$ cat src/rtl/bcd_modn_counter.sv
// Two-digit BCD modulo-MODULUS counter with enable, validated preset load, wrap pulse and cascade tc.
// Optional down-count mode selected by the BCD_MODN_DOWN_EN macro (adds the dn input).
module bcd_modn_counter #(
  parameter int MODULUS = 60,
  parameter int TENS_W  = 3
) (
  input  logic              clk,
  input  logic              rst,
  input  logic              en,
`ifdef BCD_MODN_DOWN_EN
  input  logic              dn,
`endif
  input  logic              ld,
  input  logic [3:0]        ld_ones,
  input  logic [TENS_W-1:0] ld_tens,
  output logic [3:0]        ones,
  output logic [TENS_W-1:0] tens,
  output logic              car,
  output logic              load_err,
  output logic              tc
);

  localparam logic [7:0]        N8       = 8'(MODULUS);
  localparam logic [7:0]        TOP8     = 8'(MODULUS - 1);
  localparam logic [3:0]        TOP_ONES = 4'((MODULUS - 1) % 10);
  localparam logic [TENS_W-1:0] TOP_TENS = TENS_W'((MODULUS - 1) / 10);

  logic       down;
  logic [7:0] v, ld_v;
  logic       bad, ld_ok, at_top, at_zero;

`ifdef BCD_MODN_DOWN_EN
  assign down = dn;
`else
  assign down = 1'b0;
`endif

  // 8-bit arithmetic holds 15*10+15, so ld_tens*10 can never truncate
  assign v       = 8'(tens) * 8'd10 + 8'(ones);
  assign ld_v    = 8'(ld_tens) * 8'd10 + 8'(ld_ones);
  assign ld_ok   = (ld_ones <= 4'd9) && (ld_v < N8);
  assign bad     = (ones > 4'd9) || (v >= N8);
  assign at_top  = (v == TOP8);
  assign at_zero = (v == 8'd0);
  assign tc      = en & (down ? at_zero : at_top);

  always_ff @(posedge clk) begin
    if (!rst) begin
      ones     <= '0;
      tens     <= '0;
      car      <= 1'b0;
      load_err <= 1'b0;
    end else begin
      car      <= 1'b0;
      load_err <= 1'b0;
      if (ld) begin
        if (ld_ok) begin
          ones <= ld_ones;
          tens <= ld_tens;
        end else begin
          load_err <= 1'b1;
        end
      end else if (en) begin
        if (bad) begin
          // corrupted state recovers to zero silently
          ones <= '0;
          tens <= '0;
        end else if (down) begin
          if (at_zero) begin
            ones <= TOP_ONES;
            tens <= TOP_TENS;
            car  <= 1'b1;
          end else if (ones == 4'd0) begin
            ones <= 4'd9;
            tens <= tens - TENS_W'(1);
          end else begin
            ones <= ones - 4'd1;
          end
        end else begin
          if (at_top) begin
            ones <= '0;
            tens <= '0;
            car  <= 1'b1;
          end else if (ones == 4'd9) begin
            ones <= '0;
            tens <= tens + TENS_W'(1);
          end else begin
            ones <= ones + 4'd1;
          end
        end
      end
    end
  end

endmodule

$ cat config.mk
export PLATFORM = sky130hd
export DESIGN_NAME = bcd_modn_counter
export DESIGN_NICKNAME = d
export VERILOG_FILES = /design/src/rtl/bcd_modn_counter.sv
export SDC_FILE = /design/constraint.sdc
export NUM_CORES = 1
export LEC_CHECK = 0
export CORE_MARGIN = 2
export CORE_UTILIZATION = 39
export CTS_BUF_LIST = sky130_fd_sc_hd__clkbuf_8
export DETAILED_ROUTE_END_ITERATION = 8
export PLACE_DENSITY = 0.64
export SLEW_MARGIN = 20
export SYNTH_ARGS = -nofsm -noshare
export SYNTH_HDL_FRONTEND = slang
export SYNTH_SLANG_ARGS = --single-unit
$ cat constraint.sdc
create_clock -name clk -period 2.5 [get_ports clk]
set_input_delay 0.625 -clock clk [delete_from_list [all_inputs] [get_ports clk]]
set_output_delay 0.625 -clock clk [all_outputs]
set_load 0.02 [all_outputs]
Word-level counts from Yosys, hierarchy flattened
Cells that the tools add are included.

Word-level logic and storage cells: 42. Output and inout port bits: 10. Input port bits: 11. Bits in registers: 9.

Multipliers: 2. Eq/ne operators: 3. Add/subtract/negate cells: 4. Magnitude comparators: 4. Reduce and logical (&&, ||, !) cells: 8. Bitwise logic cells: 3. Muxes and demuxes: 14.

Operator list (number): 4-bit 2-to-1 mux (6); 3-bit 2-to-1 mux (6); 7-bit by 4-bit adder with 8-bit output (2); 3-bit by 3-bit multiplier with 6-bit output (second input constant) (2); 8-bit by 6-bit == test with 1-bit output (second input constant) (1); 8-bit by 6-bit >= comparator with 1-bit output (second input constant) (1); 8-bit by 6-bit < comparator with 1-bit output (second input constant) (1); 4-bit by 1-bit adder with 4-bit output (second input constant) (1); 4-bit == test (second input constant) (1); 4-bit > comparator (second input constant) (1); 4-bit <= comparator (second input constant) (1); 2-bit AND reduction (2); 4-bit nonzero test (1); 4-bit OR reduction (1); 3-bit by 1-bit adder with 3-bit output (second input constant) (1); 3-bit AND reduction (1); 1-bit 2-to-1 mux (2); 2-bit by 1-bit != test with 1-bit output (second input constant) (1); 1-bit inverter (2); 2-bit nonzero test (1); 1-bit bitwise AND (1); 1-bit logical AND (1); 1-bit logical OR (1).

Depth between registers and ports, before layout
Gate-level depths: netlist of the first run.

Word-level depth: 7. Depth in mapped cells: 10. Gate-level depth less buffers: 9.

Least setup slack after synthesis of the first run
OpenSTA, ideal clock, no wires.

Path type: reg2out. Start point: register ones[1]. End point: output tc. Path buffers: 0. Stages on the path, launching flop included: 7. Arrival: 2491 ps. Data required time: 1875 ps. Path slack: -616 ps. Cell sequence: dfxtp_1 -> ha_1 -> inv_1 -> fa_1 -> xor2_1 -> or3b_2 -> a311oi_1.

Cells in the longest elaborated chain, start to end: 3.

RTL lines: start, declared (line 16) `output logic [3:0] ones,`; start signal, assigned (line 58) `ones <= ld_ones;`; start signal, assigned (line 77) `ones <= ones - 4'd1;`; start signal, assigned (line 88) `ones <= ones + 4'd1;`; 7-bit by 4-bit adder with 8-bit output (line 39) `assign v = 8'(tens) * 8'd10 + 8'(ones);`; 8-bit by 6-bit == test with 1-bit output (line 43) `assign at_top = (v == TOP8);`; 1-bit bitwise AND (line 45) `assign tc = en & (down ? at_zero : at_top);`; end, declared (line 20) `output logic tc`.

Every way passes these cells.

Worst setup path after layout of the first run
Start point: register tens[0]. End point: output tc.

Cells in the longest elaborated chain, start to end: 4.

RTL lines: start, declared (line 17) `output logic [TENS_W-1:0] tens,`; start signal, assigned (line 59) `tens <= ld_tens;`; start signal, assigned (line 75) `tens <= tens - TENS_W'(1);`; start signal, assigned (line 86) `tens <= tens + TENS_W'(1);`; 3-bit by 3-bit multiplier with 6-bit output (line 39); 7-bit by 4-bit adder with 8-bit output (line 39); 8-bit by 6-bit == test with 1-bit output (line 43); 1-bit bitwise AND (line 45).

Every way passes these cells.

==> impl_results.md, run 1 <==
- Status: finished, violations left
- Failing checks: negative setup slack
- Predominant post-synthesis flop cell: dfxtp_1
- Fmax: 360 MHz
- MaxCap Viol Count: 0
- Mapped Avg Cell Area: 8.72 sq um
- Hold Path Stages: 3
- Total die area: 2920 sq um
- Tcrit/Tclk final: 1.11
- Area leader, netlist: dfxtp_1
- Post-synthesis sequential area ratio: 0.184
- Final Hold Fails: 0
- Pwr Total: 0.000665 W
- Clock period minus worst slack: 2.78 ns
- Req. time, crit path: 1.88 ns
- Clk sinks: 9
- Clock Latency Late Sink: 0.24 ns
- Final setup viols: 7
- Slew HR: 0.557
- Critical path capture point type: output pin
- # rows: 18
- Layout cells sized above 1: 0.528
- RSZ-0062 raised after global routing: true
- Top-area cell type share of the netlist area: 0.184
- Post-Route Utilization: 0.774
- H-tree depth: 1
- Ys Warns: 0
- Async SR Flop Fraction: 0
- GRT Total Usage: 0.265
- Die width: 54.1 um
- Mapped Nets: 137
- Initial DRC Count: 19
- WHS: 0.668 ns
- Clk slew on worst S/H paths: 0.05 ns
- Largest net degree at the start of global routing: 8
- Initial antenna violation count: 0
- Max-slew violations: 0
- Number of synthesized register bits: 9
- Number of synthesized flops with an enable pin: 0
- Final-layout fill cell count: 160
- Crit start category: flip-flop
- Non-Filler Instances: 208
- Placed wire-length estimate: 2400 um
- Highest net fanout along the worst path: 4
- Distinct cells, synth: 46
- Syn Inst Count: 112
- Via density: 5.75
- Cell Area, Synth: 977 sq um
- Final #Nets: 204
- Core area: 2430 sq um
- IO buf count: 20
- Synth area leaders: dfxtp_1 18%, ha_1 15%, a21oi_1 4.1%
- Area Growth Syn to Fin: 92.7%
- Worst Tran Pin Value: 0.663 ns
- Min-Delay Path Class: reg -> reg
- DR vias: 1197
- Initial Utilization: 0.402
- GRT overflow: 0
- Worst setup margin: -0.276 ns
- Most frequent cells after synthesis: 12 x ha_1, 9 x dfxtp_1, 8 x a21oi_1, 8 x inv_1, 6 x nand2_1
- Post-Route WL: 3700 um
- # IOs: 21
- Static leakage: 0.753 nW
- Count leader, synth: ha_1
- Max Buffers Root-to-Sink: 2
- Cells after DPL: 197
- CTS root buf: clkbuf_8
- Setup Skew: 0.00185 ns
- Post-route cell area: 1880 sq um
- Pwr dens: 353 nW/um^2
- Average wire per standard cell: 17.8 um
- DRC: 0
- Initial DRT Pass Iterations: 4
- VDD IR-drop max: 0.000270 V
- Vias in the first global route: 1189
- Inserted Diodes: 0
- TritonCTS clock tree: done
- Cell depth of the worst flop-to-flop path: 10
- Die span in y: 54.1 um
- Global-route wire length before repair: 5500 um
- Worst Setup Path Type: reg -> out
- Remaining antenna violation count: 0
- GP Congestion: 0.873
- CP Data Arrival Time: 2.15 ns
- Area of placed instances: 1530 sq um
- Inserted Clock Buffers: 3
-- per-layer routing --
metal	global-route usage	routed length, um	vias to the layer above
met4	0.0833	60	0
met1	0.330	1680	581
li1	-	-	576
met2	0.453	1800	32
met5	0	0	-
met3	0.0556	163	8
-- critical path, stage by stage (launching register included) --
cell      delay, ns
dfxtp_4        0.38
ha_4           0.14
inv_2          0.03
fa_2           0.37
xor2_2         0.20
or3b_4         0.40
a311oi_4       0.24
buf_6          0.16
-- layout make-up --
class,instances,area (sq um),area share
Clock inverter,1,3.75,0.00199
Timing Repair Buffer,64,553,0.294
Sequential cell,9,191,0.102
Tap cell,30,37.5,0.0199
Clock buffer,3,41.3,0.0219
Multi-Input combinational cell,93,1030,0.545
Inverter,8,30.0,0.0159
-- through the flow --
step                      worst slack [ns]  TNS (ns)
after detailed placement            -0.565     -3.89
after global routing                -0.331     -1.44
after floorplan                    0.00334         0
after global placement              -0.508     -3.36
final                               -0.276    -0.906
after CTS                           -0.229    -0.468
-- where the power goes --
part | switching (W) | leakage, nW | internal (W) | total (W)
Clock | 0.0000659 | 0.0269 | 0.000108 | 0.000174
Combinational | 0.000160 | 0.650 | 0.000168 | 0.000328
Sequential | 0.00000963 | 0.0763 | 0.000154 | 0.000163
-- flip-flops by register name (all words and copies together) (netlist names) --
name and cells:
tens 3, load_err 1, ones 4, car 1
-- cells by family after synthesis --
family                   share of synthesized area
AO/OA/AOI/OAI                                0.314
adder cells (fa/ha/maj)                      0.195
AND/OR/NAND/NOR                              0.220
flip-flops                                   0.184
XOR/XNOR                                    0.0359
multiplexers                                0.0102
buffers and inverters                       0.0410
-- layout by cell type, fill, tap and decap left out, types with 3 or more instances in the layout --
cell | synthesis | final
nand4_1 | 4 | 4
nand2_1 | 6 | 6
clkbuf_8 | 0 | 3
a21oi_1 | 8 | 5
buf_4 | 0 | 38
buf_6 | 0 | 6
dfxtp_2 | 0 | 3
ha_4 | 0 | 7
dfxtp_1 | 9 | 4
clkdlybuf4s50_1 | 0 | 13
a21oi_2 | 1 | 3
inv_1 | 8 | 8
ha_1 | 12 | 4
o211ai_1 | 3 | 3
-- timing repair --
| action | CTS | global route |
|---|---|---|
| gates cloned | 1 | 0 |
| buffers inserted | 5 | 2 |
| endpoints found under the hold margin | 0 | 0 |
| gates resized for setup | 42 | 21 |
| pin swaps | 17 | 15 |
| endpoints found under the setup margin | 8 | 8 |
| hold buffers | 0 | 0 |
-- worst paths after layout --
kind                   startpoint              endpoint  slack, ns
max          tens[0]$_SDFFE_PN0P_                    tc      -0.28
min          ones[0]$_SDFFE_PN0P_  ones[0]$_SDFFE_PN0P_       0.67
max reg2reg  tens[0]$_SDFFE_PN0P_  tens[0]$_SDFFE_PN0P_      -0.17
min reg2reg  ones[0]$_SDFFE_PN0P_  ones[0]$_SDFFE_PN0P_       0.67
Note: power is estimated with default switching activity, not from simulation.
==> run 2, diff against run 1 <==
- ABC_AREA: default -> 1
- CORE_ASPECT_RATIO: default -> 0.5
- PLACE_DENSITY: 0.64 -> 0.61
- SKIP_LAST_GASP: default -> 1
- clock period: 2.5 -> 2.8 ns (I/O delays scaled with it)
==> run 2 against run 1 <==
Effect of this change: the flow now finishes without violations; via count shrank 1.8%; wire length shrank 27%; critical path depth grew 5; register-to-register slack gained 0.74 ns; combinational power shrank 2%; hold slack gained 0.016 ns; synthesized cell count grew 56%; clock skew shrank 0.0010 ns; power shrank 6.0%; final area shrank 16%; core utilization shrank 17 points; critical path type unchanged.
==> impl_results.md, run 2 <==
- GRT overflow: 0 (unchanged)
- Static leakage: 0.821 nW (+8.9%)
- Total die area: 3240 sq um (+11%)
- Layout cells sized above 1: 0.249 (-0.279)
- Crit start category: flip-flop
- TritonCTS clock tree: done
- RR Endpoint: tens[1]$_SDFFE_PN0P_
- Vias in the first global route: 984 (-17%)
- # rows: 13 (-5)
- Top-area cell type share of the netlist area: 0.177 (-0.00750)
- Req. time, crit path: 2.10 ns (+0.22 ns)
- Cells after DPL: 254 (+29%)
- RSZ-0062 raised after global routing: false
- Initial antenna violation count: 0 (unchanged)
- Clock Latency Late Sink: 0.23 ns (about the same)
- Synth area leaders: nand2_1 18%, dfxtp_1 17%, ha_1 14%
- DR vias: 1175 (-1.8%)
- Commonest non-fill, non-tap cell in the layout: nand2_1
- Remaining antenna violation count: 0 (unchanged)
- Post-Route WL: 2700 um (-27%)
- Placed wire-length estimate: 2260 um (-5.8%)
- Syn Inst Count: 175 (+56%)
- Critical path's slowest cell: dfxtp_2
- Inserted Diodes: 0 (unchanged)
- Critical path cell sequence: ha_1 -> ha_1 -> ha_1 -> nand2_1 -> inv_2 -> nand3_1 -> nand2_1 -> nand2_1 -> inv_2 -> nand3_4 -> nor2_2 -> buf_4
- CP peak stage delay: 0.33 ns (-0.07 ns)
- Via density: 4.55 (-21%)
- VDD IR-drop max: 0.000214 V (-21%)
- Most frequent cells in the layout: 51 x nand2_1, 25 x buf_4, 21 x inv_1
- Area Growth Syn to Fin: 46.9%
- Max-slew violations: 0 (unchanged)
- Tcrit/Tclk final: 0.963
- Clock period minus worst slack: 2.70 ns
- GP Congestion: 0.805 (-7.8%)
- Clk slew on worst S/H paths: 0.05 ns (about the same)
- Highest net fanout along the worst path: 3 (-1)
- Max Buffers Root-to-Sink: 2 (unchanged)
- Pwr Total: 0.000625 W (-6.0%)
- Largest regs: ones (4), tens (3)
- R2r startpoint: tens[0]$_SDFFE_PN0P_
- Number of synthesized register bits: 9 (unchanged)
- # IOs: 21 (unchanged)
- Average wire per standard cell: 10.5 um (-41%)
- Initial Utilization: 0.413 (+0.0115)
- Critical path capture point type: output pin
- Final #Nets: 247 (+21%)
- Min-Delay Path Class: reg -> reg
- DRC: 0 (unchanged)
- CTS root buf: clkbuf_8
- Worst Tran Pin Value: 0.353 ns (-0.310 ns)
- Inserted Clock Buffers: 3 (unchanged)
- Worst Setup Path Type: reg -> out
- Mapped Nets: 200 (+46%)
- Pre-CTS setup slack: -0.200 ns (+0.365 ns)
- Worst setup margin: 0.103 ns (+0.379 ns)
- Mapped Avg Cell Area: 6.18 sq um (-29%)
- Final setup viols: 0 (-7)
- Largest net degree at the start of global routing: 10 (+2)
- Die width: 78.5 um (+45%)
- Die span in y: 41.3 um (-24%)
- CP Data Arrival Time: 2.00 ns (-0.15 ns)
- Area leader, netlist: nand2_1
- IO buf count: 20 (unchanged)
- Post-route cell area: 1590 sq um (-16%)
- Largest reg by FF count: ones
- Number of synthesized flops with an enable pin: 0 (unchanged)
- Fmax: 371 MHz
- Distinct cells, synth: 22 (-52%)
- Flop2flop setup slack: 0.57 ns (+0.74 ns)
- Post-synthesis sequential area ratio: 0.166 (-0.0179)
- Area of placed instances: 1500 sq um (-1.8%)
- Ys Warns: 0 (unchanged)
- Cell depth of the worst flop-to-flop path: 17 (+7)
- Global-route wire length before repair: 4220 um (-23%)
- Status: complete, no violations
- MaxCap Viol Count: 0 (unchanged)
- Final Hold Fails: 0 (unchanged)
- Async SR Flop Fraction: 0 (unchanged)
- Pwr dens: 393 nW/um^2 (+11%)
- H-tree depth: 1 (unchanged)
- Non-Filler Instances: 258 (+24%)
- Cell Area, Synth: 1080 sq um (+11%)
- Slew HR: 0.764 (+0.207)
- Predominant post-synthesis flop cell: dfxtp_1
- Setup Skew: 0.000841 ns (-0.00101 ns)
- GRT Total Usage: 0.174 (-0.0915)
- Core area: 2620 sq um (+7.7%)
- Count leader, synth: nand2_1
- CP Capture Point: tc
- CP startpoint: tens[0]$_SDFFE_PN0P_
- Initial DRC Count: 45 (+26)
- Most frequent cells after synthesis: 51 x nand2_1, 20 x inv_1, 20 x nor2_1, 15 x nand3_1, 12 x ha_1
- Clk sinks: 9 (unchanged)
- Initial DRT Pass Iterations: 4 (unchanged)
- Max reg flops: 4 (unchanged)
==> run 2: cell count changes after synthesis, moves of 7 or more <==
cell     previous run  this run
inv_1               8        20
inv_2               0         7
nand2_1             6        51
nand3_1             0        15
nor2_1              3        20
o21ai_0             3        10
==> run 2: worst min-delay path by stage <==
| stage | start | endpoint | slack [ns] | depth (start not counted) |
|---|---|---|---|---|
| 6_report | tens[2]$_SDFFE_PN0P_ | tens[2]$_SDFFE_PN0P_ | 0.68 | 5 |
| 5_1_grt | tens[2]$_SDFFE_PN0P_ | tens[2]$_SDFFE_PN0P_ | 0.73 | 5 |
| 2_1_floorplan | tens[2]$_SDFFE_PN0P_ | tens[2]$_SDFFE_PN0P_ | 0.65 | 4 |
| 4_1_cts | ones[3]$_SDFFE_PN0P_ | ones[3]$_SDFFE_PN0P_ | 0.68 | 3 |
| 3_3_place_gp | ones[3]$_SDFFE_PN0P_ | ones[3]$_SDFFE_PN0P_ | 0.68 | 3 |
| 3_5_place_dp | ones[1]$_SDFFE_PN0P_ | ones[1]$_SDFFE_PN0P_ | 0.67 | 3 |
==> run 2: stage by stage <==
step	utilization	hold WS, ns	TNS, ns
6_report	0.607	0.684	0
2_1_floorplan	-	0.648	0
4_1_cts	0.590	0.684	0
3_3_place_gp	0.573	0.682	-0.820
5_1_grt	0.607	0.734	0
3_5_place_dp	0.573	0.668	-0.918
==> run 2: cell families after synthesis <==
group                      synth area share
DFF                                   0.166
adders and majority gates             0.176
xor gates and xnor gates             0.0243
AOI/OAI and AO/OA                    0.0751
and+or+nand+nor                       0.457
buffers and inverters                 0.102
==> run 2: timing repair <==
item / 4_1_cts / 5_1_grt
setup buffers: 0 / 0
setup endpoints to repair: 1 / 8
hold buffers: 0 / 0
pin swaps: 0 / 2
gates resized for setup: 6 / 11
==> run 2: area by class of cell <==
| class | instances | area [sq um] |
|---|---|---|
| clock inverter | 1 | 3.75 |
| sequential | 9 | 181 |
| inverter | 27 | 101 |
| fill | 262 | 1030 |
| timing repair buffer | 44 | 378 |
| clock buffer | 3 | 41.3 |
| tap | 37 | 46.3 |
| multi-input combinational | 137 | 838 |
==> run 2: report_power, final <==
group          total, W  switching (W)  internal, W
registers      0.000150     0.00000871     0.000142
clock network  0.000153      0.0000572    0.0000961
logic          0.000321       0.000171     0.000150
total          0.000625       0.000237     0.000388
==> run 2: per-layer routing <==
metal / routed length [um] / vias to the layer above / global-route usage
li1: - / 655 / -
met1: 1420 / 499 / 0.222
met2: 1190 / 19 / 0.335
met3: 62 / 2 / 0.00661
met4: 20 / 0 / 0.0526
met5: 0 / - / 0
==> run 2: worst max-delay path: cells and delay by family (launching register included) <==
family                   cells  cell delay (ns)
flip-flops                   1             0.33
buffers and inverters        3             0.29
adder cells (fa/ha/maj)      3             0.69
AND/OR/NAND/NOR              6             0.45
